==> config.mk <==
export PLATFORM = sky130hd
export DESIGN_NAME = kth_pmod_gpio
export DESIGN_NICKNAME = d
export VERILOG_FILES = /design/src/rtl/kth_pmod_gpio.sv
export SDC_FILE = /design/constraint.sdc
export NUM_CORES = 1
export LEC_CHECK = 0
export CORE_ASPECT_RATIO = 0.75
export CORE_MARGIN = 2
export CORE_UTILIZATION = 50
export CTS_BUF_LIST = sky130_fd_sc_hd__clkbuf_4 sky130_fd_sc_hd__clkbuf_8
export DETAILED_ROUTE_END_ITERATION = 16
export PLACE_DENSITY = 0.79
export REMOVE_ABC_BUFFERS = 1
export SLEW_MARGIN = 0
export SYNTH_ARGS = -nofsm -noshare
export SYNTH_HDL_FRONTEND = slang
export SYNTH_SLANG_ARGS = --single-unit
==> constraint.sdc <==
create_clock -name clk_in -period 2.82 [get_ports clk_in]
set_input_delay 0.423 -clock clk_in [delete_from_list [all_inputs] [get_ports clk_in]]
set_output_delay 0.423 -clock clk_in [all_outputs]
set_load 0.01 [all_outputs]
==> src/rtl/kth_pmod_gpio.sv <==
// Purpose: APB-programmable 16-pin PMOD GPIO with synchronised inputs, edge events and a level IRQ.
// Latency: register writes visible on pins at the commit edge; pin edge -> STATUS at edge SYNC_STAGES+1.
// Backpressure: none; PREADY is 1 in every access phase (zero wait states).
module kth_pmod_gpio #(
  parameter int SYNC_STAGES = 2,
  parameter int ADDR_BITS   = 5
) (
  input  logic        clk_in,
  input  logic        reset_int,
  input  logic [31:0] PADDR,
  input  logic        PENABLE,
  input  logic        PSEL,
  input  logic [31:0] PWDATA,
  input  logic        PWRITE,
  output logic [31:0] PRDATA,
  output logic        PREADY,
  output logic        PSLVERR,
  input  logic        irq_en_3,
  output logic        irq_3,
  input  logic [15:0] pmod_gpi,
  output logic [15:0] pmod_gpo,
  output logic [15:0] pmod_gpio_oe
);

  localparam logic [ADDR_BITS-1:0] OFF_OUT    = ADDR_BITS'(8'h00);
  localparam logic [ADDR_BITS-1:0] OFF_OE     = ADDR_BITS'(8'h04);
  localparam logic [ADDR_BITS-1:0] OFF_IN     = ADDR_BITS'(8'h08);
  localparam logic [ADDR_BITS-1:0] OFF_RISE   = ADDR_BITS'(8'h0C);
  localparam logic [ADDR_BITS-1:0] OFF_FALL   = ADDR_BITS'(8'h10);
  localparam logic [ADDR_BITS-1:0] OFF_STATUS = ADDR_BITS'(8'h14);
  localparam logic [ADDR_BITS-1:0] OFF_TOGGLE = ADDR_BITS'(8'h18);
  // Warm-up spans the synchroniser fill plus the prev flop capture.
  localparam logic [2:0]           WARM_END   = 3'(SYNC_STAGES + 1);

  logic [15:0] r_out;
  logic [15:0] r_oe;
  logic [15:0] r_rise_en;
  logic [15:0] r_fall_en;
  logic [15:0] r_status;
  logic [15:0] r_prev;
  logic [15:0] r_sync [SYNC_STAGES];
  logic [2:0]  r_warm;

  logic                 w_access;
  logic                 w_wr;
  logic [ADDR_BITS-1:0] w_off;
  logic [15:0]          w_in;
  logic                 w_warm_done;
  logic [15:0]          w_event;
  logic [15:0]          w_w1c;
  logic [15:0]          w_rdata;
  logic                 w_unmapped;
  logic                 w_unused;

  assign w_access    = PSEL & PENABLE;
  assign w_wr        = w_access & PWRITE;
  assign w_off       = PADDR[ADDR_BITS-1:0];
  assign w_in        = r_sync[SYNC_STAGES-1];
  assign w_warm_done = (r_warm == WARM_END);
  // Upper address bits were already decoded by the interconnect; upper data bits are reserved.
  assign w_unused    = ^{PADDR[31:ADDR_BITS], PWDATA[31:16]};

  assign w_event = w_warm_done ? ((w_in & ~r_prev & r_rise_en) | (~w_in & r_prev & r_fall_en))
                               : 16'h0000;
  assign w_w1c   = (w_wr && (w_off == OFF_STATUS)) ? PWDATA[15:0] : 16'h0000;

  // Input synchroniser chain and the previous-sample flop used for edge detection.
  always_ff @(posedge clk_in or negedge reset_int) begin
    if (!reset_int) begin
      for (int i = 0; i < SYNC_STAGES; i++) r_sync[i] <= 16'h0000;
      r_prev <= 16'h0000;
    end else begin
      r_sync[0] <= pmod_gpi;
      for (int i = 1; i < SYNC_STAGES; i++) r_sync[i] <= r_sync[i-1];
      r_prev <= w_in;
    end
  end

  // Warm-up counter: saturates once the synchroniser and prev flop hold real pin data.
  always_ff @(posedge clk_in or negedge reset_int) begin
    if (!reset_int) begin
      r_warm <= 3'd0;
    end else if (!w_warm_done) begin
      r_warm <= r_warm + 3'd1;
    end
  end

  // Control registers; a write commits on the edge ending its access phase.
  always_ff @(posedge clk_in or negedge reset_int) begin
    if (!reset_int) begin
      r_out     <= 16'h0000;
      r_oe      <= 16'h0000;
      r_rise_en <= 16'h0000;
      r_fall_en <= 16'h0000;
    end else if (w_wr) begin
      case (w_off)
        OFF_OUT:    r_out     <= PWDATA[15:0];
        OFF_TOGGLE: r_out     <= r_out ^ PWDATA[15:0];
        OFF_OE:     r_oe      <= PWDATA[15:0];
        OFF_RISE:   r_rise_en <= PWDATA[15:0];
        OFF_FALL:   r_fall_en <= PWDATA[15:0];
        default:    ;
      endcase
    end
  end

  // Sticky event flags; a new event wins over a simultaneous write-one-to-clear.
  always_ff @(posedge clk_in or negedge reset_int) begin
    if (!reset_int) begin
      r_status <= 16'h0000;
    end else begin
      r_status <= (r_status & ~w_w1c) | w_event;
    end
  end

  // Read mux and unmapped-offset decode.
  always_comb begin
    w_rdata    = 16'h0000;
    w_unmapped = 1'b0;
    case (w_off)
      OFF_OUT:    w_rdata = r_out;
      OFF_OE:     w_rdata = r_oe;
      OFF_IN:     w_rdata = w_in;
      OFF_RISE:   w_rdata = r_rise_en;
      OFF_FALL:   w_rdata = r_fall_en;
      OFF_STATUS: w_rdata = r_status;
      OFF_TOGGLE: w_rdata = 16'h0000;
      default:    w_unmapped = 1'b1;
    endcase
  end

  assign PREADY       = w_access;
  assign PSLVERR      = w_access & w_unmapped;
  assign PRDATA       = (w_access && !PWRITE) ? {16'h0000, w_rdata} : 32'h0000_0000;
  assign irq_3        = irq_en_3 & (|r_status);
  assign pmod_gpo     = r_out;
  assign pmod_gpio_oe = r_oe;

endmodule

==> results of run 1 <==
per-layer routing:
metal | wire length (um) | GRT usage (%) | up-vias
li1 | - | - | 1938
met1 | 6530 | 33.7 | 2251
met2 | 7300 | 40.6 | 221
met3 | 1190 | 6.41 | 44
met4 | 372 | 9.70 | 0
met5 | 0 | 0 | -
final cells by class:
type                            count  area [um^2]  area share (%)
Tap cell                          162          203            2.63
Inverter                            2         7.51          0.0975
Clock buffer                       17          234            3.04
Clock inverter                     15          149            1.93
Timing Repair Buffer              147         1340            17.4
Multi-Input combinational cell    311         2490            32.3
Sequential cell                   131         3280            42.6
critical path, stage by stage:
cell and delay (ns):
dlygate4sd2_1 0.34, or3b_4 0.47, nor3_4 0.27, buf_4 0.16, a22oi_1 0.08, a31oi_1 0.25, dlygate4sd2_1 0.31
metrics by stage:
step	setup TNS [ns]	instances	utilization [%]	area, um^2	hold WS, ns
finish	0	785	66.8	7700	0.351
global route	0	785	66.8	7700	0.358
CTS	0	785	66.4	7660	0.355
detailed placement	-5.30	747	62.6	7210	0.336
global placement	-4.89	747	62.6	7210	0.333
floorplan	0	444	-	5710	0.127
cell families (layout without fill, tap and decap cells):
group           after synthesis  after routing  synth area share (%)
xor+xnor                     17             17                  2.53
compound gates               80             80                  9.73
flops                       131            131                  55.7
other cells                   1             16                0.0637
buf+inv                      37            181                  4.08
mux                          76             76                  15.9
simple gates                120            120                  11.6
fa+ha+maj                     2              2                 0.425
placed cells by master, fill, tap and decap left out, drive strengths merged, types with 2 or more instances in the layout:
| cell | instances |
|---|---|
| nor4 | 7 |
| nor3 | 6 |
| o21ai | 16 |
| clkinvlp | 4 |
| dlymetal6s2s | 5 |
| conb | 16 |
| a221oi | 3 |
| nand3b | 17 |
| nand2 | 66 |
| ha | 2 |
| inv | 8 |
| a222oi | 2 |
| dfrtp | 131 |
| xor2 | 16 |
| nand3 | 2 |
| a21oi | 10 |
| mux2 | 68 |
| o32ai | 3 |
| a22oi | 23 |
| nand2b | 2 |
| nor2 | 9 |
| mux2i | 7 |
| and2 | 3 |
| or3b | 2 |
| clkdlybuf4s50 | 73 |
| clkinv | 4 |
| clkbuf | 18 |
| a22o | 20 |
| dlygate4sd2 | 11 |
| nor2b | 3 |
| buf | 55 |
sequential cells by signal, indices dropped and copies added (netlist names):
name / flops
w_in: 16
r_warm: 3
r_prev: 16
r_sync: 16
r_rise_en: 16
r_status: 16
r_fall_en: 16
pmod_gpo: 16
pmod_gpio_oe: 16
power groups by stage:
stage / clock (W) / combinational [W] / sequential, W
after floorplan: 0 / 0.000321 / 0.00230
after global placement: 0 / 0.000672 / 0.00235
after detailed placement: 0 / 0.000695 / 0.00236
after CTS: 0.00156 / 0.000705 / 0.00232
after global routing: 0.00164 / 0.000764 / 0.00235
final: 0.00153 / 0.000706 / 0.00234
worst min path at each step:
| stage | end | slack [ns] | depth (start not counted) |
|---|---|---|---|
| 2_1_floorplan | pmod_gpio_oe[0] | 0.13 | 0 |
| 3_3_place_gp | w_in[0] | 0.33 | 0 |
| 3_5_place_dp | w_in[4] | 0.34 | 0 |
| 4_1_cts | w_in[4] | 0.35 | 0 |
| 5_1_grt | w_in[13] | 0.36 | 0 |
| 6_report | w_in[13] | 0.35 | 0 |
timing repair:
action                                 4_1_cts  5_1_grt
setup buffers                                5        0
hold buffers                                 1        0
pin swaps                                    1        1
endpoints found under the hold margin       41        0
setup endpoints to repair                   16        8
gates resized for setup                     25       17
==> flow_metrics.py, run 1 <==
metrics = {
    "clock_network": {
        "cts-root-buf": "clkbuf_8",
        "cts_sinks": 131,
        "clk_pin_slew_ns": 0.08,
        "cts_buffer_depth": 2,
        "cts_htree_levels": 4,
        "numCtsBuffers": 17,
        "cts_tree": "yes",
        "clk_latency_ns": 0.45,
    },
    "global_route": {
        "grt_pass1_wl_um": 24100,
        "grt_antenna_before_repair": 0,
        "grt_usage_pct": 25.4,
        "gr-total-overflow": 0,
        "grt_max_degree": 55,
        "grt_pass1_vias": 4686,
    },
    "synthesis": {
        "synth-seq-cells": 131,
        "yosysWarnings": 0,
        "synth_common_cells": "dfrtp_1 (131), nand2_1 (64), mux2_2 (48)",
        "synth_most_common_cell": "dfrtp_1",
        "async_flop_share_pct": 100,
        "synth_flop_cell": "dfrtp_1",
        "synth_top_area_cell": "dfrtp_1",
        "synth_top_area_share_pct": 55.7,
        "synth_cell_types": 44,
        "synth_cells": 464,
        "synth_edf_count": 0,
        "synthTopCellsByArea": "dfrtp_1 (56%), mux2_2 (9.2%), mux2_4 (5.1%)",
        "yosysSeqAreaShare_pct": 55.7,
        "synth_area_mm2": 0.00589,
        "syn-mean-instance-area_um2": 12.7,
    },
    "route": {
        "via_count": 4454,
        "drt-total-wl_um": 15400,
        "ant_nets": 0,
        "drt_pass1_iterations": 6,
        "via_per_inst": 5.67,
        "wl_per_cell_um": 19.6,
        "drtIter0Drc": 418,
        "drc": 0,
    },
    "pwr": {
        "clkPwrFrac_pct": 33.5,
        "p_sw_share_pct": 29.2,
        "p_sw_w": 0.00133,
        "power_w": 0.00457,
        "comb_power_share_pct": 15.4,
        "intPower_w": 0.00324,
        "p_seq_share_pct": 51.1,
        "vdd_ir_drop_max_mv": 0.283,
        "pwr_density_cell_mw_per_mm2": 594,
        "leakagePower_nw": 3.54,
    },
    "status": {
        "status": "completed",
    },
    "sta": {
        "relSlewSlack_pct": 61.7,
        "hold_violations": 0,
        "setup-violations-final": 0,
        "slew_violations": 0,
        "rsz0062_at_grt": "no",
        "fmax_mhz": 365,
        "period_needed_ns": 2.74,
        "fin_skew_ns": 0.00562,
        "finalWorstSetupSlack_ns": 0.0836,
        "tightest_slew_ns": 0.575,
        "fin_crit_sh_pct": 97.0,
    },
    "setup_path": {
        "r2r_slack_ns": 1.37,
        "endpoint": "PRDATA[2]",
        "worstPathRequired_ns": 2.40,
        "critical_path_arrival_ns": 2.31,
        "worst-setup-path-type": "in -> out",
        "crit_path_end_kind": "primary output",
        "worst-r2r-cell-count": 4,
        "r2r-end": "r_warm[1]",
        "cp_max_fo": 6,
        "start_kind": "input pin",
        "r2r_start": "r_warm[0]",
        "crit_start": "PADDR[1]",
    },
    "layout": {
        "syn2layout_area_growth_pct": 30.8,
        "nNetsFinal": 698,
        "fillCellCount": 855,
        "n_antenna_cell": 0,
        "layout-drive-gt1-share_pct": 29.1,
    },
    "die": {
        "dieArea_mm2": 0.0127,
        "start_util_pct": 51.1,
        "core-area_mm2": 0.0115,
        "io_pins": 153,
        "die_w_um": 129,
        "rows": 34,
        "die_height_um": 98.0,
    },
    "placed_design": {
        "io_buffers": 93,
        "gp_congestion": 0.873,
        "dpl.hpwl_um": 10800,
        "place_ws_ns": -0.431,
    },
    "flow_run": {
        "drv_cap": 0,
    },
    "hold_path": {
        "hp-class": "reg -> reg",
        "min_from": "r_sync[29]",
    },
}
Power figures use the tool's default switching activity.
==> inputs of run 2 (changes only) <==
--- a/config.mk
+++ b/config.mk
@@ -10,7 +10,7 @@
 export CORE_UTILIZATION = 50
 export CTS_BUF_LIST = sky130_fd_sc_hd__clkbuf_4 sky130_fd_sc_hd__clkbuf_8
 export DETAILED_ROUTE_END_ITERATION = 16
-export PLACE_DENSITY = 0.79
+export PLACE_DENSITY = 0.88
 export REMOVE_ABC_BUFFERS = 1
 export SLEW_MARGIN = 0
 export SYNTH_ARGS = -nofsm -noshare
==> flow_metrics.py, run 2 (synthesis results as in run 1) <==
metrics = {
    "sta": {
        "hold_violations": 0,
        "period_needed_ns": 2.83,
        "slew_violations": 0,
        "relSlewSlack_pct": 63.8,
        "finalWorstSetupSlack_ns": -0.00559,
        "setup_tns_ns": -0.00559,
        "tightest_slew_ns": 0.543,
        "rsz0062_at_grt": "yes",
        "fin_skew_ns": 0.00874,
        "fin_crit_sh_pct": 100,
        "setup-violations-final": 1,
        "fmax_mhz": 354,
    },
    "hold_path": {
        "hp-class": "reg -> reg",
        "whs_path_depth": 0,
    },
    "layout": {
        "regArea_mm2": 0.00328,
        "syn2layout_area_growth_pct": 30.6,
        "mostFrequentLayoutCell": "dfrtp_1",
        "fillCellCount": 832,
        "nNetsFinal": 695,
        "utilization_pct": 66.7,
        "layout-drive-gt1-share_pct": 28.1,
        "multi_input_area_mm2": 0.00247,
        "layout_common_cells": "dfrtp_1 (131), clkdlybuf4s50_1 (73), nand2_1 (64)",
        "n_antenna_cell": 0,
    },
    "global_route": {
        "grt_usage_pct": 26.6,
        "grt_pass1_vias": 4778,
        "gr-total-overflow": 0,
        "grt_max_degree": 64,
        "grt_antenna_before_repair": 0,
        "grt_pass1_wl_um": 25100,
    },
    "die": {
        "dieArea_mm2": 0.0127,
        "rows": 34,
        "die_w_um": 129,
        "die_height_um": 98.0,
        "io_pins": 153,
        "core-area_mm2": 0.0115,
        "start_util_pct": 51.1,
    },
    "route": {
        "drtIter0Drc": 448,
        "drt_pass1_iterations": 5,
        "wl_per_cell_um": 20.8,
        "via_count": 4604,
        "drc": 0,
        "via_per_inst": 5.90,
        "ant_nets": 0,
        "drt-total-wl_um": 16200,
    },
    "pwr": {
        "leakagePower_nw": 3.52,
        "p_seq_share_pct": 49.4,
        "p_sw_w": 0.00126,
        "intPower_w": 0.00348,
        "comb_power_share_pct": 15.1,
        "clkPwrFrac_pct": 35.5,
        "pwr_density_cell_mw_per_mm2": 617,
        "vdd_ir_drop_max_mv": 0.402,
        "p_sw_share_pct": 26.7,
    },
    "placed_design": {
        "dpl.hpwl_um": 11000,
        "place_ws_ns": -0.366,
        "gp_congestion": 0.882,
        "io_buffers": 93,
    },
    "setup_path": {
        "cp_max_fo": 7,
        "r2r_slack_ns": 1.21,
        "worstPathRequired_ns": 2.40,
        "worst-r2r-cell-count": 4,
        "crit_path_end_kind": "primary output",
        "critical_path_arrival_ns": 2.40,
        "worst-setup-path-type": "in -> out",
        "start_kind": "input pin",
    },
    "clock_network": {
        "clk_pin_slew_ns": 0.08,
        "clk_latency_ns": 0.45,
        "cts_sinks": 131,
        "cts_htree_levels": 4,
        "cts_buffer_depth": 2,
        "cts_tree": "yes",
        "cts-root-buf": "clkbuf_8",
        "numCtsBuffers": 17,
    },
    "status": {
        "violations": "negative setup slack",
        "status": "complete, but fails checks",
    },
    "flow_run": {
        "drv_cap": 0,
    },
}
-- run 2: cell count changes in the layout (fill, tap and decap cells not counted), sizes merged --
| cell | change |
|---|---|
| clkinvlp | -2 |
| clkdlybuf4s15 | -1 |
| clkbuf | +7 |
| dlygate4sd2 | +2 |
| inv | -6 |
| buf | -4 |
| dlymetal6s2s | -2 |
| bufinv | +2 |
-- run 2: final cells by class --
type / instances / area share (%)
inverter: 2 / 0.0976
tap: 162 / 2.64
clock inverter: 9 / 1.68
timing repair buffer: 144 / 17.1
clock buffer: 22 / 3.78
sequential: 131 / 42.6
multi-input combinational: 311 / 32.1
-- run 2: repair_timing --
action,4_1_cts,5_1_grt
resized for setup,26,12
setup buffers,2,4
endpoints found under the hold margin,39,0
gates cloned,0,0
hold buffers,1,0
pin swaps,1,2
endpoints found under the setup margin,16,6
-- run 2: power groups by stage --
stage                     logic, W  registers, W  clock network [W]
after detailed placement  0.000696       0.00236                  0
after global placement    0.000668       0.00234                  0
after CTS                 0.000707       0.00233            0.00169
after global routing      0.000770       0.00236            0.00178
after floorplan           0.000321       0.00230                  0
final                     0.000714       0.00234            0.00169
-- run 2: routing by layer --
layer | part of all wire [%] | track usage [%] | up-vias
met5 | 0 | 0 | -
met4 | 4.0 | 15.1 | 0
met3 | 8.4 | 6.08 | 66
met2 | 47 | 40.2 | 295
met1 | 40 | 35.5 | 2313
li1 | - | - | 1930
-- run 2: final timing paths --
| check | from | to |
|---|---|---|
| worst max-delay path | PADDR[1] | PRDATA[14] |
| worst min-delay path | r_sync[22] | w_in[6] |
| worst max register to register | r_warm[0] | r_status[1] |
| worst min register to register | r_sync[22] | w_in[6] |
| max in group asynchronous | reset_int | w_in[3] |
| min in group asynchronous | reset_int | r_prev[1] |
-- run 2: critical path, cell delays in order --
cell and delay (ns):
dlygate4sd2_1 0.35, or3b_4 0.51, nor2_8 0.20, a22oi_1 0.13, a21oi_1 0.21, clkdlybuf4s50_1 0.57
-- run 2: per-stage QoR --
step	hold slack, ns	std cells	cell area [um^2]	total power [W]
finish	0.351	781	7690	0.00474
global route	0.355	781	7690	0.00491
CTS	0.352	777	7640	0.00473
detailed placement	0.336	743	7180	0.00306
global placement	0.333	743	7180	0.00301
floorplan	0.127	444	5710	0.00262
==> inputs of run 3 (changes only) <==
--- a/config.mk
+++ b/config.mk
@@ -5,12 +5,13 @@
 export SDC_FILE = /design/constraint.sdc
 export NUM_CORES = 1
 export LEC_CHECK = 0
+export CAP_MARGIN = 15
 export CORE_ASPECT_RATIO = 0.75
 export CORE_MARGIN = 2
-export CORE_UTILIZATION = 50
+export CORE_UTILIZATION = 45
 export CTS_BUF_LIST = sky130_fd_sc_hd__clkbuf_4 sky130_fd_sc_hd__clkbuf_8
 export DETAILED_ROUTE_END_ITERATION = 16
-export PLACE_DENSITY = 0.88
+export PLACE_DENSITY = 0.81
 export REMOVE_ABC_BUFFERS = 1
 export SLEW_MARGIN = 0
 export SYNTH_ARGS = -nofsm -noshare
==> flow_metrics.py, run 3 (synthesis results as in run 1) <==
metrics = {
    "layout": {
        "mostFrequentLayoutCell": "dfrtp_1",
        "layout_common_cells": "dfrtp_1 (131), clkdlybuf4s50_1 (73), nand2_1 (64)",
        "n_antenna_cell": 0,
        "utilization_pct": 60.1,
        "nNetsFinal": 703,
        "layout-drive-gt1-share_pct": 29.0,
        "fillCellCount": 1018,
        "syn2layout_area_growth_pct": 31.5,
    },
    "clock_network": {
        "cts-root-buf": "clkbuf_8",
        "clk_latency_ns": 0.44,
        "clk_pin_slew_ns": 0.07,
        "cts_tree": "yes",
        "cts_sinks": 131,
        "cts_htree_levels": 4,
        "numCtsBuffers": 17,
        "cts_buffer_depth": 2,
    },
    "die": {
        "rows": 36,
        "die_w_um": 136,
        "die_height_um": 103,
        "core-area_mm2": 0.0129,
        "io_pins": 153,
        "dieArea_mm2": 0.0140,
        "start_util_pct": 45.7,
    },
    "route": {
        "drtIter0Drc": 346,
        "ant_nets": 0,
        "drc": 0,
        "via_count": 4403,
        "wl_per_cell_um": 19.0,
        "via_per_inst": 5.52,
        "drt_pass1_iterations": 5,
        "drt-total-wl_um": 15100,
    },
    "global_route": {
        "grt_usage_pct": 23.0,
        "grt_pass1_wl_um": 23900,
        "grt_pass1_vias": 4436,
        "gr-total-overflow": 0,
        "grt_antenna_before_repair": 0,
        "grt_max_degree": 53,
    },
    "sta": {
        "finalWorstSetupSlack_ns": 0.0473,
        "rsz0062_at_grt": "no",
        "slew_violations": 0,
        "period_needed_ns": 2.77,
        "fin_skew_ns": 0.00627,
        "fmax_mhz": 361,
        "setup-violations-final": 0,
        "hold_violations": 0,
        "fin_crit_sh_pct": 98.3,
    },
    "pwr": {
        "pwr_density_cell_mw_per_mm2": 615,
        "leakagePower_nw": 3.52,
        "vdd_ir_drop_max_mv": 0.343,
    },
    "placed_design": {
        "gp_congestion": 0.856,
        "io_buffers": 93,
        "place_ws_ns": -0.335,
        "dpl.hpwl_um": 10600,
    },
    "setup_path": {
        "r2r_start": "r_warm[0]",
        "path_cells": "clkdlybuf4s50_1 > buf_4 > or3b_4 > nor3_4 > buf_6 > buf_4 > a22oi_1 > a21oi_1 > buf_2",
        "critical_path_arrival_ns": 2.35,
        "worstPathRequired_ns": 2.40,
        "cpPeakStageDelay_ns": 0.47,
        "cp_common_cell": "buf_4",
        "crit_path_end_kind": "primary output",
        "worst-r2r-cell-count": 4,
        "start_kind": "input pin",
        "crit_start": "PADDR[3]",
        "cp_max_fo": 6,
        "cpMaxStageDelayCell": "clkdlybuf4s50_1",
        "worst-setup-path-type": "in -> out",
    },
    "hold_path": {
        "whs_path_depth": 0,
        "hp-class": "reg -> reg",
        "min_from": "r_sync[27]",
    },
    "status": {
        "status": "completed",
    },
    "flow_run": {
        "drv_cap": 0,
    },
}
## run 3: changes by cell type in the layout (fill, tap and decap cells not counted), moves of 2 or more
cell,before,now
dlymetal6s2s_1,3,0
buf_2,0,3
buf_4,48,54
clkbuf_8,20,18
nor3_2,2,0
mux2i_1,5,7
mux2i_2,2,0
buf_6,1,4
clkinvlp_4,2,0
## run 3: path summary, 6_finish.rpt
path                                       to  slack, ns
worst max-delay path                PRDATA[9]       0.05
min in group asynchronous             w_in[5]       0.43
max in group asynchronous       r_fall_en[11]       1.69
worst min register to register       w_in[11]       0.35
worst min-delay path                 w_in[11]       0.35
worst max register to register    r_status[4]       1.45
## run 3: critical path, delay by kind of cell
kind                   cells  cell delay (ns)
buffers and inverters      5             1.07
and+or+nand+nor            2             0.62
AOI/OAI and AO/OA          2             0.23
## run 3: metrics by stage
step / cell area, um^2 / hold WS [ns] / setup TNS (ns) / total power, W / std cells
after detailed placement: 7280 / 0.335 / -4.51 / 0.00306 / 763
final: 7740 / 0.348 / 0 / 0.00476 / 798
after global routing: 7740 / 0.355 / 0 / 0.00495 / 798
after CTS: 7740 / 0.348 / 0 / 0.00478 / 798
after global placement: 7280 / 0.333 / -4.54 / 0.00302 / 763
after floorplan: 5710 / 0.127 / 0 / 0.00262 / 444
## run 3: layout make-up
cell class                 count  area (um^2)  area share (%)
tap                          171          214            2.76
clock buffer                  21          270            3.49
inverter                       2         7.51          0.0970
multi-input combinational    311         2450            31.7
sequential                   131         3280            42.4
timing repair buffer         152         1360            17.5
clock inverter                10          158            2.04
## run 3: power breakdown
group          internal (W)  leakage (nW)  switching (W)
logic              0.000417          1.67       0.000288
clock network       0.00101         0.224       0.000711
registers           0.00211          1.63       0.000223
total               0.00353          3.52        0.00122
## run 3: what timing repair did
item | 4_1_cts | 5_1_grt
pin swaps | 3 | 1
gates resized for setup | 35 | 11
hold buffers | 1 | 0
hold endpoints to repair | 22 | 0
buffers inserted | 3 | 0
setup endpoints to repair | 16 | 7
## run 3: layer usage
| metal | up-vias | GRT usage, % | wire (um) |
|---|---|---|---|
| met5 | - | 0 | 0 |
| met4 | 0 | 7.21 | 233 |
| met3 | 29 | 5.21 | 1100 |
| met2 | 196 | 36.9 | 7240 |
| met1 | 2230 | 31.5 | 6570 |
| li1 | 1948 | - | - |
